==> src/rtl/lift_controller_nfloor.sv <==
// N-floor lift controller: latches floor requests, serves them in SCAN order, times travel and door dwell.
// Optional fire recall is compiled in with `define LIFT_FIRE_RECALL_EN (adds the fire_i input).
module lift_controller_nfloor #(
    parameter int NUM_FLOORS   = 4,
    parameter int FLOOR_W      = 2,
    parameter int MOVE_CYCLES  = 4,
    parameter int DOOR_CYCLES  = 3,
    parameter int DOOR_TIMEOUT = 10
) (
    input  logic                  clk_i,
    input  logic                  rst_i,
    input  logic [NUM_FLOORS-1:0] req_i,
    input  logic                  over_weight_i,
    input  logic                  door_block_i,
`ifdef LIFT_FIRE_RECALL_EN
    input  logic                  fire_i,
`endif
    output logic [FLOOR_W-1:0]    floor_o,
    output logic                  direction_o,
    output logic                  moving_o,
    output logic                  door_open_o,
    output logic [NUM_FLOORS-1:0] pending_o,
    output logic                  arrive_o,
    output logic                  weight_alert_o,
    output logic                  time_alert_o
);

    localparam logic [1:0] ST_IDLE   = 2'd0;
    localparam logic [1:0] ST_MOVING = 2'd1;
    localparam logic [1:0] ST_DOOR   = 2'd2;

    localparam int MOVE_W  = (MOVE_CYCLES > 1) ? $clog2(MOVE_CYCLES) : 1;
    localparam int DWELL_W = $clog2(DOOR_CYCLES + 1);
    localparam int OPEN_W  = $clog2(DOOR_TIMEOUT + 1);

    localparam logic [MOVE_W-1:0]  MOVE_LAST  = MOVE_W'(MOVE_CYCLES - 1);
    localparam logic [DWELL_W-1:0] DWELL_LAST = DWELL_W'(DOOR_CYCLES - 1);
    localparam logic [OPEN_W-1:0]  OPEN_MAX   = OPEN_W'(DOOR_TIMEOUT);
    localparam logic [FLOOR_W-1:0] TOP_FLOOR  = FLOOR_W'(NUM_FLOORS - 1);

    logic [1:0]            state_q, state_d;
    logic [FLOOR_W-1:0]    floor_q, floor_d;
    logic                  dir_q, dir_d;
    logic [NUM_FLOORS-1:0] pending_q, pending_d;
    logic [MOVE_W-1:0]     move_cnt_q, move_cnt_d;
    logic [DWELL_W-1:0]    dwell_q, dwell_d;
    logic [OPEN_W-1:0]     open_cnt_q, open_cnt_d;
    logic                  arrive_q, arrive_d;
    logic                  weight_alert_q, weight_alert_d;
    logic                  time_alert_q, time_alert_d;

    logic                  fire;
    logic [NUM_FLOORS-1:0] req_eff;
    logic [NUM_FLOORS-1:0] cur_bit, pend_all, step_bit;
    logic [FLOOR_W-1:0]    step_floor;
    logic                  step_dir;
    logic                  hold;
    logic [OPEN_W-1:0]     open_inc;

    function automatic logic [NUM_FLOORS-1:0] floor_bit(input logic [FLOOR_W-1:0] f);
        logic [NUM_FLOORS-1:0] m;
        m = '0;
        for (int k = 0; k < NUM_FLOORS; k++) begin
            if (k == int'(f)) m[k] = 1'b1;
        end
        return m;
    endfunction

    // Floors strictly above (up=1) or strictly below (up=0) floor f.
    function automatic logic [NUM_FLOORS-1:0] ahead_mask(input logic [FLOOR_W-1:0] f, input logic up);
        logic [NUM_FLOORS-1:0] m;
        for (int k = 0; k < NUM_FLOORS; k++) begin
            m[k] = up ? (k > int'(f)) : (k < int'(f));
        end
        return m;
    endfunction

`ifdef LIFT_FIRE_RECALL_EN
    assign fire = fire_i;
`else
    assign fire = 1'b0;
`endif
    assign req_eff = fire ? '0 : req_i;

    always_comb begin
        state_d        = state_q;
        floor_d        = floor_q;
        dir_d          = dir_q;
        pending_d      = pending_q;
        move_cnt_d     = move_cnt_q;
        dwell_d        = dwell_q;
        open_cnt_d     = open_cnt_q;
        arrive_d       = 1'b0;
        weight_alert_d = 1'b0;
        time_alert_d   = 1'b0;

        cur_bit  = floor_bit(floor_q);
        pend_all = pending_q | req_eff;
        hold     = over_weight_i | door_block_i;
        open_inc = (open_cnt_q == OPEN_MAX) ? open_cnt_q : open_cnt_q + 1'b1;

        // The floor reached at the end of the current step, clamped to the shaft.
        if (dir_q && floor_q != TOP_FLOOR)
            step_floor = floor_q + 1'b1;
        else if (!dir_q && floor_q != '0)
            step_floor = floor_q - 1'b1;
        else
            step_floor = floor_q;
        step_bit = floor_bit(step_floor);
        step_dir = (step_floor == TOP_FLOOR) ? 1'b0 : ((step_floor == '0) ? 1'b1 : dir_q);

        case (state_q)
            ST_IDLE: begin
                pending_d = pend_all & ~cur_bit;
                if (fire) begin
                    dir_d = 1'b0;
                    if (floor_q == '0) begin
                        state_d    = ST_DOOR;
                        dwell_d    = '0;
                        open_cnt_d = '0;
                    end else begin
                        state_d    = ST_MOVING;
                        move_cnt_d = '0;
                    end
                end else if (|(pend_all & cur_bit)) begin
                    state_d    = ST_DOOR;
                    dwell_d    = '0;
                    open_cnt_d = '0;
                end else if (|(pending_q & ahead_mask(floor_q, dir_q))) begin
                    state_d    = ST_MOVING;
                    move_cnt_d = '0;
                end else if (|(pending_q & ahead_mask(floor_q, ~dir_q))) begin
                    state_d    = ST_MOVING;
                    dir_d      = ~dir_q;
                    move_cnt_d = '0;
                end
            end

            ST_MOVING: begin
                pending_d = pend_all;
                if (move_cnt_q != MOVE_LAST) begin
                    move_cnt_d = move_cnt_q + 1'b1;
                end else begin
                    move_cnt_d = '0;
                    floor_d    = step_floor;
                    if (fire) begin
                        dir_d = 1'b0;
                        if (step_floor == '0) begin
                            state_d    = ST_DOOR;
                            dwell_d    = '0;
                            open_cnt_d = '0;
                        end
                    end else if (|(pend_all & step_bit)) begin
                        // A request arriving on this very edge is served here, not re-latched.
                        pending_d  = pend_all & ~step_bit;
                        arrive_d   = 1'b1;
                        state_d    = ST_DOOR;
                        dwell_d    = '0;
                        open_cnt_d = '0;
                        dir_d      = step_dir;
                    end else if (|(pend_all & ahead_mask(step_floor, step_dir))) begin
                        dir_d = step_dir;
                    end else if (|(pend_all & ahead_mask(step_floor, ~step_dir))) begin
                        dir_d = ~step_dir;
                    end else begin
                        state_d = ST_IDLE;
                        dir_d   = step_dir;
                    end
                end
            end

            ST_DOOR: begin
                pending_d = pend_all & ~cur_bit;
                if (fire && floor_q == '0) begin
                    weight_alert_d = over_weight_i;
                end else if (|(req_eff & cur_bit)) begin
                    dwell_d        = '0;
                    open_cnt_d     = open_inc;
                    weight_alert_d = over_weight_i;
                    time_alert_d   = (open_inc == OPEN_MAX);
                end else if (!hold && dwell_q >= DWELL_LAST) begin
                    state_d    = ST_IDLE;
                    dwell_d    = '0;
                    open_cnt_d = '0;
                end else begin
                    if (!hold) dwell_d = dwell_q + 1'b1;
                    open_cnt_d     = open_inc;
                    weight_alert_d = over_weight_i;
                    time_alert_d   = (open_inc == OPEN_MAX);
                end
            end

            default: state_d = ST_IDLE;
        endcase

        if (fire) pending_d = '0;
    end

    always_ff @(posedge clk_i or posedge rst_i) begin
        if (rst_i) begin
            state_q        <= ST_IDLE;
            floor_q        <= '0;
            dir_q          <= 1'b1;
            pending_q      <= '0;
            move_cnt_q     <= '0;
            dwell_q        <= '0;
            open_cnt_q     <= '0;
            arrive_q       <= 1'b0;
            weight_alert_q <= 1'b0;
            time_alert_q   <= 1'b0;
        end else begin
            state_q        <= state_d;
            floor_q        <= floor_d;
            dir_q          <= dir_d;
            pending_q      <= pending_d;
            move_cnt_q     <= move_cnt_d;
            dwell_q        <= dwell_d;
            open_cnt_q     <= open_cnt_d;
            arrive_q       <= arrive_d;
            weight_alert_q <= weight_alert_d;
            time_alert_q   <= time_alert_d;
        end
    end

    assign floor_o        = floor_q;
    assign direction_o    = dir_q;
    assign moving_o       = (state_q == ST_MOVING);
    assign door_open_o    = (state_q == ST_DOOR);
    assign pending_o      = pending_q;
    assign arrive_o       = arrive_q;
    assign weight_alert_o = weight_alert_q;
    assign time_alert_o   = time_alert_q;

endmodule
==> config.mk <==
export PLATFORM = sky130hd
export DESIGN_NAME = lift_controller_nfloor
export DESIGN_NICKNAME = d
export VERILOG_FILES = /design/src/rtl/lift_controller_nfloor.sv
export SDC_FILE = /design/constraint.sdc
export NUM_CORES = 1
export LEC_CHECK = 0
export CAP_MARGIN = 40
export CORE_ASPECT_RATIO = 0.9
export CORE_MARGIN = 3
export CORE_UTILIZATION = 56
export CTS_BUF_LIST = sky130_fd_sc_hd__clkbuf_4 sky130_fd_sc_hd__clkbuf_8
export DETAILED_ROUTE_END_ITERATION = 6
export MAX_ROUTING_LAYER = met4
export PLACE_DENSITY = 0.86
export REMOVE_ABC_BUFFERS = 1
export SETUP_SLACK_MARGIN = 0.15
export SLEW_MARGIN = 5
export SYNTH_ARGS = -nofsm -noshare
export SYNTH_HDL_FRONTEND = slang
export SYNTH_SLANG_ARGS = --single-unit
==> constraint.sdc <==
create_clock -name clk_i -period 3.1 [get_ports clk_i]
set_input_delay 0.62 -clock clk_i [delete_from_list [all_inputs] [get_ports clk_i]]
set_output_delay 0.62 -clock clk_i [all_outputs]
set_load 0.1 [all_outputs]
Word level (Yosys, flattened, before mapping)
Cells that the tools add are included.
{"block": "op_classes", "add_sub_neg": 5, "n_mul": 0, "div": 0, "order_cmp": 13, "eq_ne": 26, "shift": 0, "mux": 77, "bitwise": 16, "n_reduce_logical": 27}
{"cell": "$mux 1", "n": 42}
{"cell": "$mux 2", "n": 21}
{"cell": "$and 4x4->4", "n": 9}
{"cell": "$mux 4", "n": 8}
{"cell": "$reduce_or 4->1", "n": 7}
{"cell": "$ne 2x2->1 const B", "n": 8}
{"cell": "$pmux 2 s3", "n": 2}
{"cell": "$pmux 4 s3", "n": 1}
{"cell": "$reduce_and 5->1", "n": 2}
{"cell": "$ne 3x3->1 const B", "n": 3}
{"cell": "$eq 2x2->1 const A", "n": 4}
{"cell": "$eq 4x4->1 const B", "n": 2}
{"cell": "$gt 2x2->1 const A", "n": 4}
{"cell": "$logic_not 2->1", "n": 4}
{"cell": "$lt 1x2->1 const A", "n": 4}
{"cell": "$not 4->4", "n": 2}
{"cell": "$pmux 4 s2", "n": 1}
{"cell": "$add 2x1->2 const B", "n": 3}
{"cell": "$reduce_and 6->1", "n": 1}
{"cell": "$reduce_bool 2->1", "n": 3}
{"cell": "$add 4x1->4 const B", "n": 1}
{"cell": "$eq 1x2->1 const A", "n": 2}
{"cell": "$eq 2x2->1 const B", "n": 2}
{"cell": "$gt 1x2->1 const A", "n": 2}
{"cell": "other kinds (19)", "n": 26}
{"block": "totals", "regBits": 20, "latchBits": 0, "ramBits": 0, "rom_bits": 0, "wordCells": 174, "n_memories": 0}

Longest topological paths before layout
Gate-level depths: netlist of run 1.
{"block": "depth", "ltp_word": 15, "ltp_mapped": 9}

Worst setup path after synthesis of run 1
OpenSTA, ideal clock, no wires.
{"block": "synth_path", "path_kind": "register to register", "startpoint": "reg floor_q[0] (netlist: floor_o[0])", "endpoint": "reg dir_q (netlist: direction_o)", "arrival_ps": 3402, "required_time_ps": 3035, "setup_slack_ps": -367, "path_stages_with_launch": 10, "path_cell_list": "dfrtp_1 -> inv_1 -> ha_1 -> clkbuf_2 -> mux2i_4 -> xnor2_4 -> mux4_2 -> or3b_1 -> or4_1 -> nand3b_1"}
{"block": "synth_via", "elab_chain_cells": 15, "elab_cells_between_ends": 78, "classes_between": "2 x add/sub; 12 x order compare; 11 x eq/ne; 33 x mux; 7 x bitwise; 13 x reduce/logical"}
{"element": "start: declaration", "line_no": "42", "source": "logic [FLOOR_W-1:0] floor_q, floor_d;"}
{"element": "start signal: assignment", "line_no": "213", "source": "floor_q <= floor_d;"}
{"element": "branches (longest 15 deep; another with $sub 2x1->2)"}
{"element": "end signal: assignment", "line_no": "214", "source": "dir_q <= dir_d;"}
{"element": "end: declaration", "line_no": "43", "source": "logic dir_q, dir_d;"}
Parallel ways; which one is timed is not known. The select of a mux whose other input is x is not followed.
A chain may end at the register's enable or synchronous reset.

Final worst setup path of run 1
Ends and elaborated chain as after synthesis.

==> impl_metrics.tcl, run 1 <==
set metrics [dict create \
    run_status "completed" \
    die-height_microns 54.5 \
    final-hold-violation-count 0 \
    port-buffer-count 19 \
    timing.final.max_slew_violations 0 \
    grt_pass1_wl_mm 6.06 \
    htree_levels 1 \
    cts-root-to-sink-buffers 2 \
    r2r_start "floor_o[0]$_DFFE_PP0P_" \
    critPathLaunch "floor_o[0]$_DFFE_PP0P_" \
    detailedPlace.worstSlack_ps 422 \
    worst-path-max-fanout 5 \
    synthFlopType "sky130_fd_sc_hd__dfrtp_1" \
    clkSinkCount 20 \
    slowest_delay_ps 470 \
    fmax_mhz 371 \
    detail_route.first_pass.iterations 4 \
    cts-buffers-inserted 3 \
    synth_top_area_cell "sky130_fd_sc_hd__dfrtp_1" \
    cp-end-kind "flip-flop" \
    place_inst 213 \
    synthToLayoutAreaGrowth_pct 17.5 \
    fin_cells 217 \
    timing.critical_path.required_ps 3350 \
    post_synth_instance_area_sq_um 1460 \
    synth.ff_latch_count 20 \
    synth_top_cell_area_share_pct 32.5 \
    worst-slew-pin-transition_ps 758 \
    synthesis.instances 167 \
    ys_async_sr_fraction_pct 100 \
    drcViolationCount 0 \
    first_global_vias 1211 \
    timing.critical_path.from_type "flip-flop" \
    seq_area_frac_synth_pct 34.3 \
    post_synth_main_area_contributors "sky130_fd_sc_hd__dfrtp_1 33%, sky130_fd_sc_hd__ha_1 8.6%, sky130_fd_sc_hd__nor2_1 4.9%" \
    hold_slack_ps 534 \
    n_antenna_cell 0 \
    grt_max_degree 21 \
    worstPathCellList "inv_1 > ha_1 > mux2i_4 > xnor2_4 > mux4_2 > or3b_1 > or4_1 > nand3b_1" \
    grt_use_total_pct 25.8 \
    antenna_found_initial 0 \
    initial_utilization_pct 63.0 \
    netlist-cell-type-count 42 \
    layout-drive-gt1-share_pct 13.2 \
    yosys_warnings 0 \
    layout.nets 209 \
    route.vias.total 1379 \
    wire_per_inst_microns 17.0 \
    dp.final_hpwl_mm 2.79 \
    final_critical_path_share_of_the_clock_period_pct 87.1 \
    worst_relative_slew_slack_pct 49.4 \
    clk_transition_reported_paths_ps 120 \
    drt.antenna.violating_nets 0 \
    holdCritStartpoint "move_cnt_q[1]$_DFFE_PP0P_" \
    fin_setup_tns_ps 0 \
    worstSetupPathType "flip-flop to flip-flop" \
    detail_route.iter0.violations 113 \
    synth_enable_flop_cells 0 \
    tritoncts "yes" \
    cts_hold_buffers 0 \
    clock_insertion_delay_worst_skew_ps 310 \
    post_cts_buffers 0 \
    top_level_ports 20 \
    die-area_sq_um 3260 \
    layout_min_cycle_time_ps 2700 \
    route.final.wire_length_mm 3.68 \
    postLayoutSetupSlackWorst_ps 401 \
    grt_overflow_total 0 \
    place_congestion 0.892 \
    coreArea_sq_um 2320 \
    finClkSkew_ps 6.68 \
    hold_path.class "flip-flop to flip-flop" \
    critical-path-slowest-cell "sky130_fd_sc_hd__or4_1" \
    row_count 16 \
    final-setup-viol-count 0 \
    timing.max_cap.violations 0 \
    clockRootBuffer "sky130_fd_sc_hd__clkbuf_4" \
    grt_setup_unrepaired "false" \
    die_w_microns 59.9 \
    synth_area_per_cell_sq_um 8.76 \
    cts_repair_resize_count 0 \
    drt-vias-per-instance 6.35 \
    arrival_ps 2950 \
]
-- cells in the mapped netlist (2+ instances only) --
library cell and count:
sky130_fd_sc_hd__a21o_1 2, sky130_fd_sc_hd__a211oi_1 3, sky130_fd_sc_hd__nor2b_1 3, sky130_fd_sc_hd__o21ai_0 14
sky130_fd_sc_hd__nand3_1 6, sky130_fd_sc_hd__nor3b_1 2, sky130_fd_sc_hd__o21a_1 3, sky130_fd_sc_hd__o22ai_1 2
sky130_fd_sc_hd__nor2_1 19, sky130_fd_sc_hd__a22oi_1 3, sky130_fd_sc_hd__a22o_1 2, sky130_fd_sc_hd__dfrtp_1 19
sky130_fd_sc_hd__inv_1 9, sky130_fd_sc_hd__a21oi_1 13, sky130_fd_sc_hd__xnor2_1 2, sky130_fd_sc_hd__o31ai_1 3
sky130_fd_sc_hd__o21bai_1 3, sky130_fd_sc_hd__clkbuf_1 3, sky130_fd_sc_hd__nand3b_1 2, sky130_fd_sc_hd__nand2_1 11
sky130_fd_sc_hd__a221oi_1 6, sky130_fd_sc_hd__nor3_1 8, sky130_fd_sc_hd__ha_1 10
-- final timing paths --
kind,cells past startpoint,slack (ps),endpoint
min in group asynchronous,2,730,pending_o[3]$_DFFE_PP0P_
min reg2reg,1,530,move_cnt_q[1]$_DFFE_PP0P_
min,1,530,move_cnt_q[1]$_DFFE_PP0P_
max,8,400,direction_o$_DFFE_PP1P_
max reg2reg,8,400,direction_o$_DFFE_PP1P_
max in group asynchronous,2,1890,floor_o[1]$_DFFE_PP0P_
-- layer usage --
layer  wire (microns)  GRT usage, %  vias up
met4               18          3.69        0
li1                 -             -      670
met3              336          4.25        4
met2             1620          37.9       69
met5                0             -        -
met1             1700          38.1      636
-- cells in the final DEF (no fill, tap or decap), types with 6 or more instances in the layout --
cell type	n
sky130_fd_sc_hd__clkdlybuf4s50_1	7
sky130_fd_sc_hd__nand3_1	6
sky130_fd_sc_hd__buf_4	17
sky130_fd_sc_hd__nor3_1	8
sky130_fd_sc_hd__nor2_1	19
sky130_fd_sc_hd__a21oi_1	13
sky130_fd_sc_hd__a221oi_1	6
sky130_fd_sc_hd__inv_1	9
sky130_fd_sc_hd__nand2_1	11
sky130_fd_sc_hd__ha_1	10
sky130_fd_sc_hd__dfrtp_1	19
sky130_fd_sc_hd__o21ai_0	14
-- stage by stage --
| step | area [sq um] | util [%] |
|---|---|---|
| finish | 1720 | 74.0 |
| global route | 1720 | 74.0 |
| CTS | 1720 | 74.0 |
| detailed placement | 1670 | 71.8 |
| global placement | 1670 | 71.8 |
| floorplan | 1440 | - |
-- cells by family (layout without fill, tap and decap cells) --
family | after synthesis | in the layout | share of synthesized area, %
compound gates | 59 | 59 | 26.6
xor+xnor | 4 | 4 | 3.68
fa+ha+maj | 10 | 10 | 8.55
buf+inv | 14 | 37 | 4.19
flops | 20 | 20 | 34.3
mux | 3 | 3 | 3.76
simple gates | 57 | 57 | 18.9
-- state kept, by name (all words and copies together), names as in the netlist --
register / count
direction_o: 1
arrive_o: 1
weight_alert_o: 1
dwell_q: 2
time_alert_o: 1
state_q: 2
move_cnt_q: 2
pending_o: 4
open_cnt_q: 4
floor_o: 2
-- critical path, delay by kind of cell, from the launching register on --
family | cells | cell delay [ps]
xor+xnor | 1 | 130
fa+ha+maj | 1 | 280
buf+inv | 1 | 180
flops | 1 | 430
mux | 2 | 670
simple gates | 3 | 950
-- layout make-up --
class / instances / area, sq um
flip-flops and latches: 20 / 502
clock buffers: 3 / 22.5
fillers: 204 / 603
repair buffers: 24 / 198
multi-input cells: 133 / 900
clock inverters: 1 / 30.0
inverters: 9 / 33.8
well taps: 27 / 33.8
Power of run 1 is left out: the tool's default activity adds up to more than one toggle a clock period on the data nets, which glitch-free logic cannot reach.
==> run 2: changes to the inputs <==
--- a/config.mk
+++ b/config.mk
@@ -12,7 +12,7 @@
 export CTS_BUF_LIST = sky130_fd_sc_hd__clkbuf_4 sky130_fd_sc_hd__clkbuf_8
 export DETAILED_ROUTE_END_ITERATION = 6
 export MAX_ROUTING_LAYER = met4
-export PLACE_DENSITY = 0.86
+export PLACE_DENSITY = 0.82
 export REMOVE_ABC_BUFFERS = 1
 export SETUP_SLACK_MARGIN = 0.15
 export SLEW_MARGIN = 5
==> impl_metrics.tcl, run 2 (same netlist as run 1, synthesis figures left out) <==
set metrics [dict create \
    fmax_mhz 378 \
    coreArea_sq_um 2320 \
    die-area_sq_um 3260 \
    critical-path-slowest-cell "sky130_fd_sc_hd__mux4_2" \
    port-buffer-count 19 \
    worst_relative_slew_slack_pct 47.4 \
    cts-root-to-sink-buffers 2 \
    clockRootBuffer "sky130_fd_sc_hd__clkbuf_4" \
    post_dp_cell_area_sq_um 1670 \
    n_antenna_cell 0 \
    final-setup-viol-count 0 \
    run_status "completed" \
    place_congestion 0.964 \
    layout-drive-gt1-share_pct 13.2 \
    timing.critical_path.max_delay_family "multiplexers" \
    hold_path.class "flip-flop to flip-flop" \
    row_count 16 \
    worstSetupPathType "flip-flop to flip-flop" \
    final_area_sq_um 1720 \
    clk_transition_reported_paths_ps 120 \
    grt_use_total_pct 26.3 \
    tritoncts "yes" \
    final.fill_count 183 \
    initial_utilization_pct 63.0 \
    grt_pass1_wl_mm 6.18 \
    dp.final_hpwl_mm 2.78 \
    grt_max_degree 21 \
    crit_buf_inv 1 \
    finClkSkew_ps 8.51 \
    worst-slew-pin-transition_ps 789 \
    timing.max_cap.violations 0 \
    final_critical_path_share_of_the_clock_period_pct 85.4 \
    arrival_ps 2870 \
    timing.critical_path.from_type "flip-flop" \
    layout_min_cycle_time_ps 2650 \
    top_level_ports 20 \
    post_cts_buffers 0 \
    route.vias.total 1428 \
    clock_insertion_delay_worst_skew_ps 320 \
    detail_route.first_pass.iterations 5 \
    detail_route.iter0.violations 87 \
    cp-end-kind "flip-flop" \
    cts-buffers-inserted 3 \
    die-height_microns 54.5 \
    most-common-layout-cells "19 x sky130_fd_sc_hd__nor2_1, 19 x sky130_fd_sc_hd__dfrtp_1, 17 x sky130_fd_sc_hd__buf_4" \
    worst-path-max-fanout 7 \
    ff2ff_setup_slack_ps 450 \
    layout.nets 209 \
    grt_setup_unrepaired "false" \
    drcViolationCount 0 \
    worstPathCellList "inv_1 > ha_1 > mux2i_4 > xnor2_4 > mux4_2 > o21a_1 > o21bai_1 > a21o_1" \
    die_w_microns 59.9 \
    cts_repair_resize_count 0 \
    synthToLayoutAreaGrowth_pct 17.5 \
    antenna_found_initial 0 \
    cts_hold_buffers 0 \
    drt-vias-per-instance 6.58 \
    clkSinkCount 20 \
    wire_per_inst_microns 17.0 \
    htree_levels 1 \
    final-hold-violation-count 0 \
    slowest_delay_ps 580 \
    drt.antenna.violating_nets 0 \
    route.final.wire_length_mm 3.68 \
    timing.critical_path.required_ps 3330 \
    timing.final.max_slew_violations 0 \
    first_global_vias 1320 \
    grt_overflow_total 0 \
]
[run 2: cell counts in the layout (fill, tap and decap cells not counted)]
No cell type changed its count.
[run 2: layer usage]
metal	global-route usage [%]	vias to the layer above	part of all wire [%]
met2	38.7	86	46
met3	7.55	5	9.0
met1	35.3	667	45
met4	7.75	0	0.63
li1	-	670	-
met5	-	-	0
[run 2: final timing paths]
path                       cells past startpoint                   endpoint                      start
max in group asynchronous                      2  open_cnt_q[1]$_DFFE_PP0P_                      rst_i
min in group asynchronous                      2   weight_alert_o$_DFF_PP0_                      rst_i
hold reg to reg                                1  move_cnt_q[1]$_DFFE_PP0P_  move_cnt_q[1]$_DFFE_PP0P_
setup / recovery                               8     dwell_q[1]$_DFFE_PP0P_     floor_o[1]$_DFFE_PP0P_
setup reg to reg                               8     dwell_q[1]$_DFFE_PP0P_     floor_o[1]$_DFFE_PP0P_
hold / removal                                 1  move_cnt_q[1]$_DFFE_PP0P_  move_cnt_q[1]$_DFFE_PP0P_
[run 2: per-stage QoR]
stage                     hold WS [ps]  std cells  setup TNS (ps)  worst slack (ps)  utilization (%)
after floorplan                    470        162           -3720              -555                -
after global placement             484        213               0               462             71.8
after detailed placement           486        213               0               390             71.8
after CTS                          522        217               0               449             74.0
after global routing               544        217               0               272             74.0
final                              524        217               0               454             74.0
[run 2: layout make-up]
class | count | area (sq um) | area share (%)
clock inverters | 1 | 30.0 | 1.75
well taps | 27 | 33.8 | 1.97
multi-input cells | 133 | 900 | 52.3
flip-flops and latches | 20 | 502 | 29.2
clock buffers | 3 | 22.5 | 1.31
repair buffers | 24 | 198 | 11.5
inverters | 9 | 33.8 | 1.97
Power of run 2 is left out for the same reason.
